==> src/rtl/gate_unit_scheduler.sv <==
// Round-robin scheduler sharing one bit-serial NAND-built logic unit (NOT/AND/OR/XOR) between NREQ clients.
// Grant in cycle n, done pulse in cycle n+WIDTH; requests are only sampled in IDLE, so clients simply wait.
module gate_unit_scheduler #(
    parameter int NREQ  = 2,
    parameter int WIDTH = 8
) (
    input  logic                    clk,
    input  logic                    rst,
    input  logic [NREQ-1:0]         req,
    input  logic [2*NREQ-1:0]       op_i,
    input  logic [WIDTH*NREQ-1:0]   a_i,
    input  logic [WIDTH*NREQ-1:0]   b_i,
    output logic [NREQ-1:0]         gnt,
    output logic                    busy,
    output logic [NREQ-1:0]         done,
    output logic [WIDTH-1:0]        result
);

    localparam int IW = (NREQ  > 1) ? $clog2(NREQ)  : 1;
    localparam int CW = (WIDTH > 1) ? $clog2(WIDTH) : 1;
    localparam logic [NREQ-1:0] ONE = {{(NREQ-1){1'b0}}, 1'b1};

    typedef enum logic [1:0] {S_IDLE, S_RUN, S_DONE} state_t;

    state_t             state_q, state_d;
    logic [IW-1:0]      last_q;
    logic [1:0]         op_q;
    logic [WIDTH-1:0]   a_q, b_q, sr_q, result_q, word_d;
    logic [CW-1:0]      cnt_q;
    logic [NREQ-1:0]    gnt_q, gnt_d, done_q, done_d;
    logic               busy_q, busy_d;
    logic [IW-1:0]      sel;
    logic               found;
    logic               abit, bbit, ubit, last_bit;

    function automatic logic nand2(input logic x, input logic y);
        return ~(x & y);
    endfunction

    // Circular search starting just above the last winner.
    always_comb begin
        sel   = '0;
        found = 1'b0;
        for (int k = 1; k <= NREQ; k++) begin
            if (!found && req[(int'(last_q) + k) % NREQ]) begin
                found = 1'b1;
                sel   = IW'((int'(last_q) + k) % NREQ);
            end
        end
    end

    // Shared 1-bit unit, every function composed from 2-input NANDs.
    assign abit     = a_q[cnt_q];
    assign bbit     = b_q[cnt_q];
    assign last_bit = (cnt_q == CW'(WIDTH - 1));

    always_comb begin
        ubit = 1'b0;
        case (op_q)
            2'b00: ubit = nand2(abit, abit);
            2'b01: ubit = nand2(nand2(abit, bbit), nand2(abit, bbit));
            2'b10: ubit = nand2(nand2(abit, abit), nand2(bbit, bbit));
            2'b11: ubit = nand2(nand2(abit, nand2(abit, bbit)),
                                nand2(bbit, nand2(abit, bbit)));
            default: ubit = 1'b0;
        endcase
    end

    always_comb begin
        word_d         = sr_q;
        word_d[cnt_q]  = ubit;
    end

    always_comb begin
        state_d = state_q;
        case (state_q)
            S_IDLE:  if (found) state_d = S_RUN;
            S_RUN:   if (last_bit) state_d = S_DONE;
            S_DONE:  state_d = S_IDLE;
            default: state_d = S_IDLE;
        endcase
    end

    always_comb begin
        gnt_d  = '0;
        done_d = '0;
        if (state_q == S_IDLE && found) gnt_d = ONE << sel;
        if (state_q == S_RUN && last_bit) done_d = ONE << last_q;
        busy_d = (state_d != S_IDLE);
    end

    always_ff @(posedge clk or posedge rst) begin
        if (rst) begin
            state_q  <= S_IDLE;
            last_q   <= IW'(NREQ - 1);
            op_q     <= '0;
            a_q      <= '0;
            b_q      <= '0;
            sr_q     <= '0;
            result_q <= '0;
            cnt_q    <= '0;
            gnt_q    <= '0;
            done_q   <= '0;
            busy_q   <= 1'b0;
        end else begin
            state_q <= state_d;
            gnt_q   <= gnt_d;
            done_q  <= done_d;
            busy_q  <= busy_d;
            case (state_q)
                S_IDLE: begin
                    if (found) begin
                        last_q <= sel;
                        op_q   <= op_i[2*sel +: 2];
                        a_q    <= a_i[WIDTH*sel +: WIDTH];
                        b_q    <= b_i[WIDTH*sel +: WIDTH];
                        cnt_q  <= '0;
                    end
                end
                S_RUN: begin
                    sr_q  <= word_d;
                    cnt_q <= cnt_q + 1'b1;
                    if (last_bit) result_q <= word_d;
                end
                default: ;
            endcase
        end
    end

    assign gnt    = gnt_q;
    assign done   = done_q;
    assign busy   = busy_q;
    assign result = result_q;

endmodule
==> config.mk <==
export PLATFORM = sky130hd
export DESIGN_NAME = gate_unit_scheduler
export DESIGN_NICKNAME = d
export VERILOG_FILES = /design/src/rtl/gate_unit_scheduler.sv
export SDC_FILE = /design/constraint.sdc
export NUM_CORES = 1
export LEC_CHECK = 0
export ABC_CLOCK_PERIOD_IN_PS = 2850
export CORE_MARGIN = 5
export CORE_UTILIZATION = 44
export CTS_CLUSTER_SIZE = 10
export DETAILED_ROUTE_END_ITERATION = 16
export PLACE_DENSITY = 0.8
export SLEW_MARGIN = 10
export SYNTH_ARGS = -nofsm -noshare
export SYNTH_HDL_FRONTEND = slang
export SYNTH_SLANG_ARGS = --single-unit
==> constraint.sdc <==
create_clock -name clk -period 2.85 [get_ports clk]
set_input_delay 0.7125 -clock clk [delete_from_list [all_inputs] [get_ports clk]]
set_output_delay 0.7125 -clock clk [all_outputs]
set_load 0.02 [all_outputs]
## After elaboration in Yosys (flattened, before gate mapping)

Cells that the tools add are included.

- Bits in registers: 45
- Bits in latches: 0
- Memory bits (writable): 0
- ROM bits: 0
- Bits of input ports: 40
- Output and inout bits: 13
- Word-level logic and storage cells: 80
- Memories kept: 0

- $add $sub $neg: 3
- $mul: 0
- Div/mod/pow operators: 0
- Order comparisons: 4
- Equality and inequality tests: 6
- Shift operators: 5
- Mux-type cells: 25
- Bitwise gates (word level): 14
- Reductions and logical operators: 12

Operators by type and width:

| cell | count |
|---|---|
| $shiftx A16 B5 Y8 | 2 |
| $mux W1 | 13 |
| $bwmux W8 | 1 |
| $mux W2 | 4 |
| $not A1 Y1 | 7 |
| $bmux W1 S3 | 2 |
| $lt A2 B3 Y1 const B | 2 |
| $pmux W3 S2 | 1 |
| $reduce_and A2 Y1 | 3 |
| $and A1 B1 Y1 | 5 |
| $eq A2 B1 Y1 const B | 2 |
| $eq A2 B2 Y1 const B | 2 |
| $logic_and A1 B1 Y1 | 4 |
| $logic_not A2 Y1 | 2 |
| $lt A3 B4 Y1 const B | 1 |
| $pmux W1 S4 | 1 |
| $pmux W2 S2 | 1 |
| $reduce_bool A2 Y1 | 2 |
| $shiftx A4 B3 Y2 | 1 |
| $shl A1 B1 Y2 const A | 2 |
| $add A3 B1 Y3 const B | 1 |
| $demux W1 S3 | 1 |
| $eq A3 B3 Y1 const B | 1 |
| $ge A3 B1 Y1 const B | 1 |
| 5 further kinds | 7 |

## Logic depth before layout (Yosys ltp)

- Depth in word-level cells: 12
- Mapped depth: 12

## Worst setup path after synthesis

No wires, ideal clock.

- Path type: flip-flop to flip-flop
- Start: register cnt_q[2]
- End: register sr_q[7]
- Arrival time: 2520 ps
- Required time: 2725 ps
- Setup slack: 205 ps
- Stages on the path, launching flop included: 11
- Buffers on the path: 2
- Clock period less this slack: 2645 ps
- Cell sequence: dfrtp_1 -> buf_2 -> or3b_2 -> o22a_1 -> and4_1 -> ha_1 -> nor2b_1 -> o31a_1 -> clkbuf_1 -> o41ai_1 -> mux2_2

- Cells in the longest elaborated chain, start to end: 10
- Elaborated cells on any way between the ends: 23

Ends and longest elaborated chain:

| what | RTL line | source |
|---|---|---|
| start, declared | 29 | `logic [CW-1:0] cnt_q;` |
| start signal, assigned | 122 | `cnt_q <= cnt_q + 1'b1;` |
| $bmux W1 S3, on equally long branches | 53, 54 |  |
| $mux W1, on equally long branches | 53, 54 |  |
| $and A1 B1 Y1 | 37 | `return ~(x & y);` |
| $not A1 Y1 | 37 |  |
| $and A1 B1 Y1 | 37 |  |
| $not A1 Y1 | 37 |  |
| $and A1 B1 Y1 | 37 |  |
| $not A1 Y1 | 37 |  |
| $pmux W1 S4 | 59 | `case (op_q)` |
| $bwmux W8 * | 71 | `word_d[cnt_q] = ubit;` |
| end signal, assigned | 121 | `sr_q <= word_d;` |
| end, declared | 28 | `logic [WIDTH-1:0] a_q, b_q, sr_q, result_q, word_d;` |

Every way passes the cells marked *; elsewhere a longest branch is shown, timed or not. The select of a mux whose other input is x is not followed.
A chain may end at the register's enable or synchronous reset.

## Final worst setup path

- Start: register cnt_q[0]
- End: register result_q[6], in the netlist result[6]

- Cells in the longest elaborated chain, start to end: 10
- Elaborated cells on any way between the ends: 25

Ends and longest elaborated chain:

| what | RTL line | source |
|---|---|---|
| $bmux W1 S3, on equally long branches | 53, 54 |  |
| $mux W1, on equally long branches | 53, 54 |  |
| $and A1 B1 Y1 | 37 |  |
| $not A1 Y1 | 37 |  |
| $and A1 B1 Y1 | 37 |  |
| $not A1 Y1 | 37 |  |
| $and A1 B1 Y1 | 37 |  |
| $not A1 Y1 | 37 |  |
| $pmux W1 S4 | 59 |  |
| $bwmux W8 | 71 |  |
| end signal, assigned | 123 | `if (last_bit) result_q <= word_d;` |
| end, declared | 28 |  |

Several ways; a longest one is shown, not always the timed one. The select of a mux whose other input is x is not followed.

==> run summary <==
CTS tree - yes
Routed WL per cell - 14.7 µm
outcome - completed
Finished Core Util - 60.0%
via count - 1946
Die Area - 6470 µm²
Leak - 1.27 nW
Critical Path AT - 2.79 ns
worst min path class - flip-flop to flip-flop
count of state elements after synthesis - 45
Max IR drop VDD - 503 µV
Ys Warns - 0
Die X - 80.5 µm
top cells by count, synth - nand2_1, dfrtp_1, a22oi_1
antenna violations before repair - 0
Row Count - 25
sequential element share of the synthesized area - 51.6%
Slew Viols, Final - 0
setup ws final - 0.226 ns
CP endpoint kind - flip-flop
Hold Path Stages - 1
DR vias/cell - 5.56
pwr dens - 1100 nW/µm²
Syn Std Cell Area - 2180 µm²
initial cell density of the core - 45.6%
syn_nets - 277
Final Wtd Congestion - 0.836
Die Y - 80.5 µm
First-pass DRT Iterations - 4
post-synth top area share - 50.4%
Final Hold Vio Count - 0
Remaining Overflow, GRT - 0
clk_lat worst skew - 0.30 ns
final wirelength - 5.16 mm
first-pass GRT wire length - 9.06 mm
nets@finish - 326
CTS max path bufs - 2
area of the core - 4790 µm²
share of cells above drive strength 1 - 7.07%
GRT Total Usage - 17.9%
syn avg cell area - 9.38 µm²
largest net degree at the start of global routing - 46
measured slew at the worst slew-check pin - 0.704 ns
Post-synth ARST share - 100%
RSZ-0062 raised after global routing - no
most frequent cell after synthesis - nand2_1
First DRT Iteration DRCs - 138
crit share post-route - 92.1%
Post-Route Setup TNS - 0 ns
Clock Skews - 0.00371 ns
Relative slew margins - 53.1%
Synth area leader - dfrtp_1
Post-Synthesis Cells - 233
WS Path Type - flip-flop to flip-flop
Area contributors post-synth - dfrtp_1, nand2_1, a22oi_1, o22ai_1, a21oi_1
vias in the first global route - 1907
I/O pin count - 53
Data required, critical path - 3.01 ns
post-route ant nets - 0
CTS Buf Count - 5
setup violators final - 0
number of synthesized flops with an enable pin - 0
CTS hold repair buffers - 0
Post-route DRC - 0
crit path launch type - flip-flop
H-tree depth - 2
Cell variety after synth - 37
clock net sink count - 45
Area growth syn-to-layout - 31.5%
min Tclk post-route - 2.62 ns
max_cap viols - 0
DP Worst Slack - 0.196 ns
dpl hpwl - 3.88 mm
# diodes - 0
Peak Freq - 381 MHz
worst reg2reg path depth - 11
clock root buffer - clkbuf_8
clock slew at reported path FFs - 0.08 ns
CP Max Fanout - 11
ys flop type - dfrtp_1
Buffers on Ports - 52
-- timing repair --
item / CTS / global route
buffers inserted: 0 / 0
setup endpoints to repair: 0 / 5
gates resized for setup: 0 / 1
-- final timing paths --
kind,startpoint,slack [ns],end
max reg2reg,cnt_q[0],0.23,result[6]
min,sr_q[7],0.52,sr_q[7]
max in group asynchronous,rst,1.62,result[3]
min in group asynchronous,rst,0.86,gnt[0]
min reg2reg,sr_q[7],0.52,sr_q[7]
max,cnt_q[0],0.23,result[6]
-- layout by cell type (no fill, tap or decap), types with 2 or more instances in the layout --
cell type / n
nor2_1: 14
nand2_1: 49
ha_1: 4
a22oi_1: 21
a21oi_1: 12
nand2b_1: 3
a41oi_1: 4
nand3b_1: 3
buf_4: 6
mux2_2: 2
inv_1: 9
nor2b_1: 3
nor3_1: 5
dfrtp_1: 44
mux2i_1: 4
nand3_1: 4
o21ai_0: 5
o22ai_1: 10
a31oi_1: 2
clkdlybuf4s50_1: 52
and3_1: 4
clkbuf_8: 6
-- worst max-delay path: stages (launching register included) --
cell	delay [ns]
dfrtp_1	0.48
buf_4	0.23
nand3b_1	0.22
inv_1	0.07
a22oi_1	0.27
and4_1	0.23
ha_1	0.23
nor2b_1	0.19
o31a_1	0.19
buf_4	0.17
and3_1	0.16
a21oi_1	0.07
-- flip-flops by register name, indices dropped and copies added (netlist names) --
name,count
a_q,8
b_q,8
busy,1
cnt_q,3
done,2
gnt,2
last_q,1
op_q,2
result,8
sr_q,8
state_q,2
-- logic make-up (layout without fill, tap and decap cells) --
logic type | Yosys count | after routing | share of synthesized area, %
AOI/OAI and AO/OA | 61 | 61 | 19.0
adders and majority gates | 4 | 4 | 2.29
buffers and inverters | 26 | 76 | 5.50
DFF | 45 | 45 | 51.6
muxes | 6 | 6 | 2.86
and+or+nand+nor | 91 | 91 | 18.8
-- metrics by stage --
stage | area [µm²] | hold slack (ns) | power [mW] | instances
global route | 2870 | 0.547 | 3.40 | 350
CTS | 2870 | 0.526 | 3.14 | 350
detailed placement | 2750 | 0.508 | 2.65 | 342
global placement | 2750 | 0.491 | 2.58 | 342
floorplan | 2180 | 0.480 | 2.19 | 233
finish | 2870 | 0.520 | 3.15 | 350
-- final cells by class --
type,count,area [µm²]
fillers,403,1910
flip-flops and latches,45,1130
multi-input cells,162,942
repair buffers,58,566
clock buffers,7,86.3
well taps,67,83.8
inverters,10,37.5
clock inverters,1,30.0
-- power by group --
| part | switching, mW | internal [mW] |
|---|---|---|
| Sequential | 0.225 | 0.938 |
| Clock | 0.212 | 0.286 |
| Combinational | 0.823 | 0.664 |
| Total | 1.26 | 1.89 |
-- routing by layer --
layer  part of all wire, %  vias to the layer above  track usage (%)
met5                     0                        -                0
met4                   1.6                        0             6.59
met3                   7.7                        7             4.60
met2                    47                       84             28.7
met1                    44                      928             23.3
li1                      -                      927                -
Power figures use the tool's default switching activity.
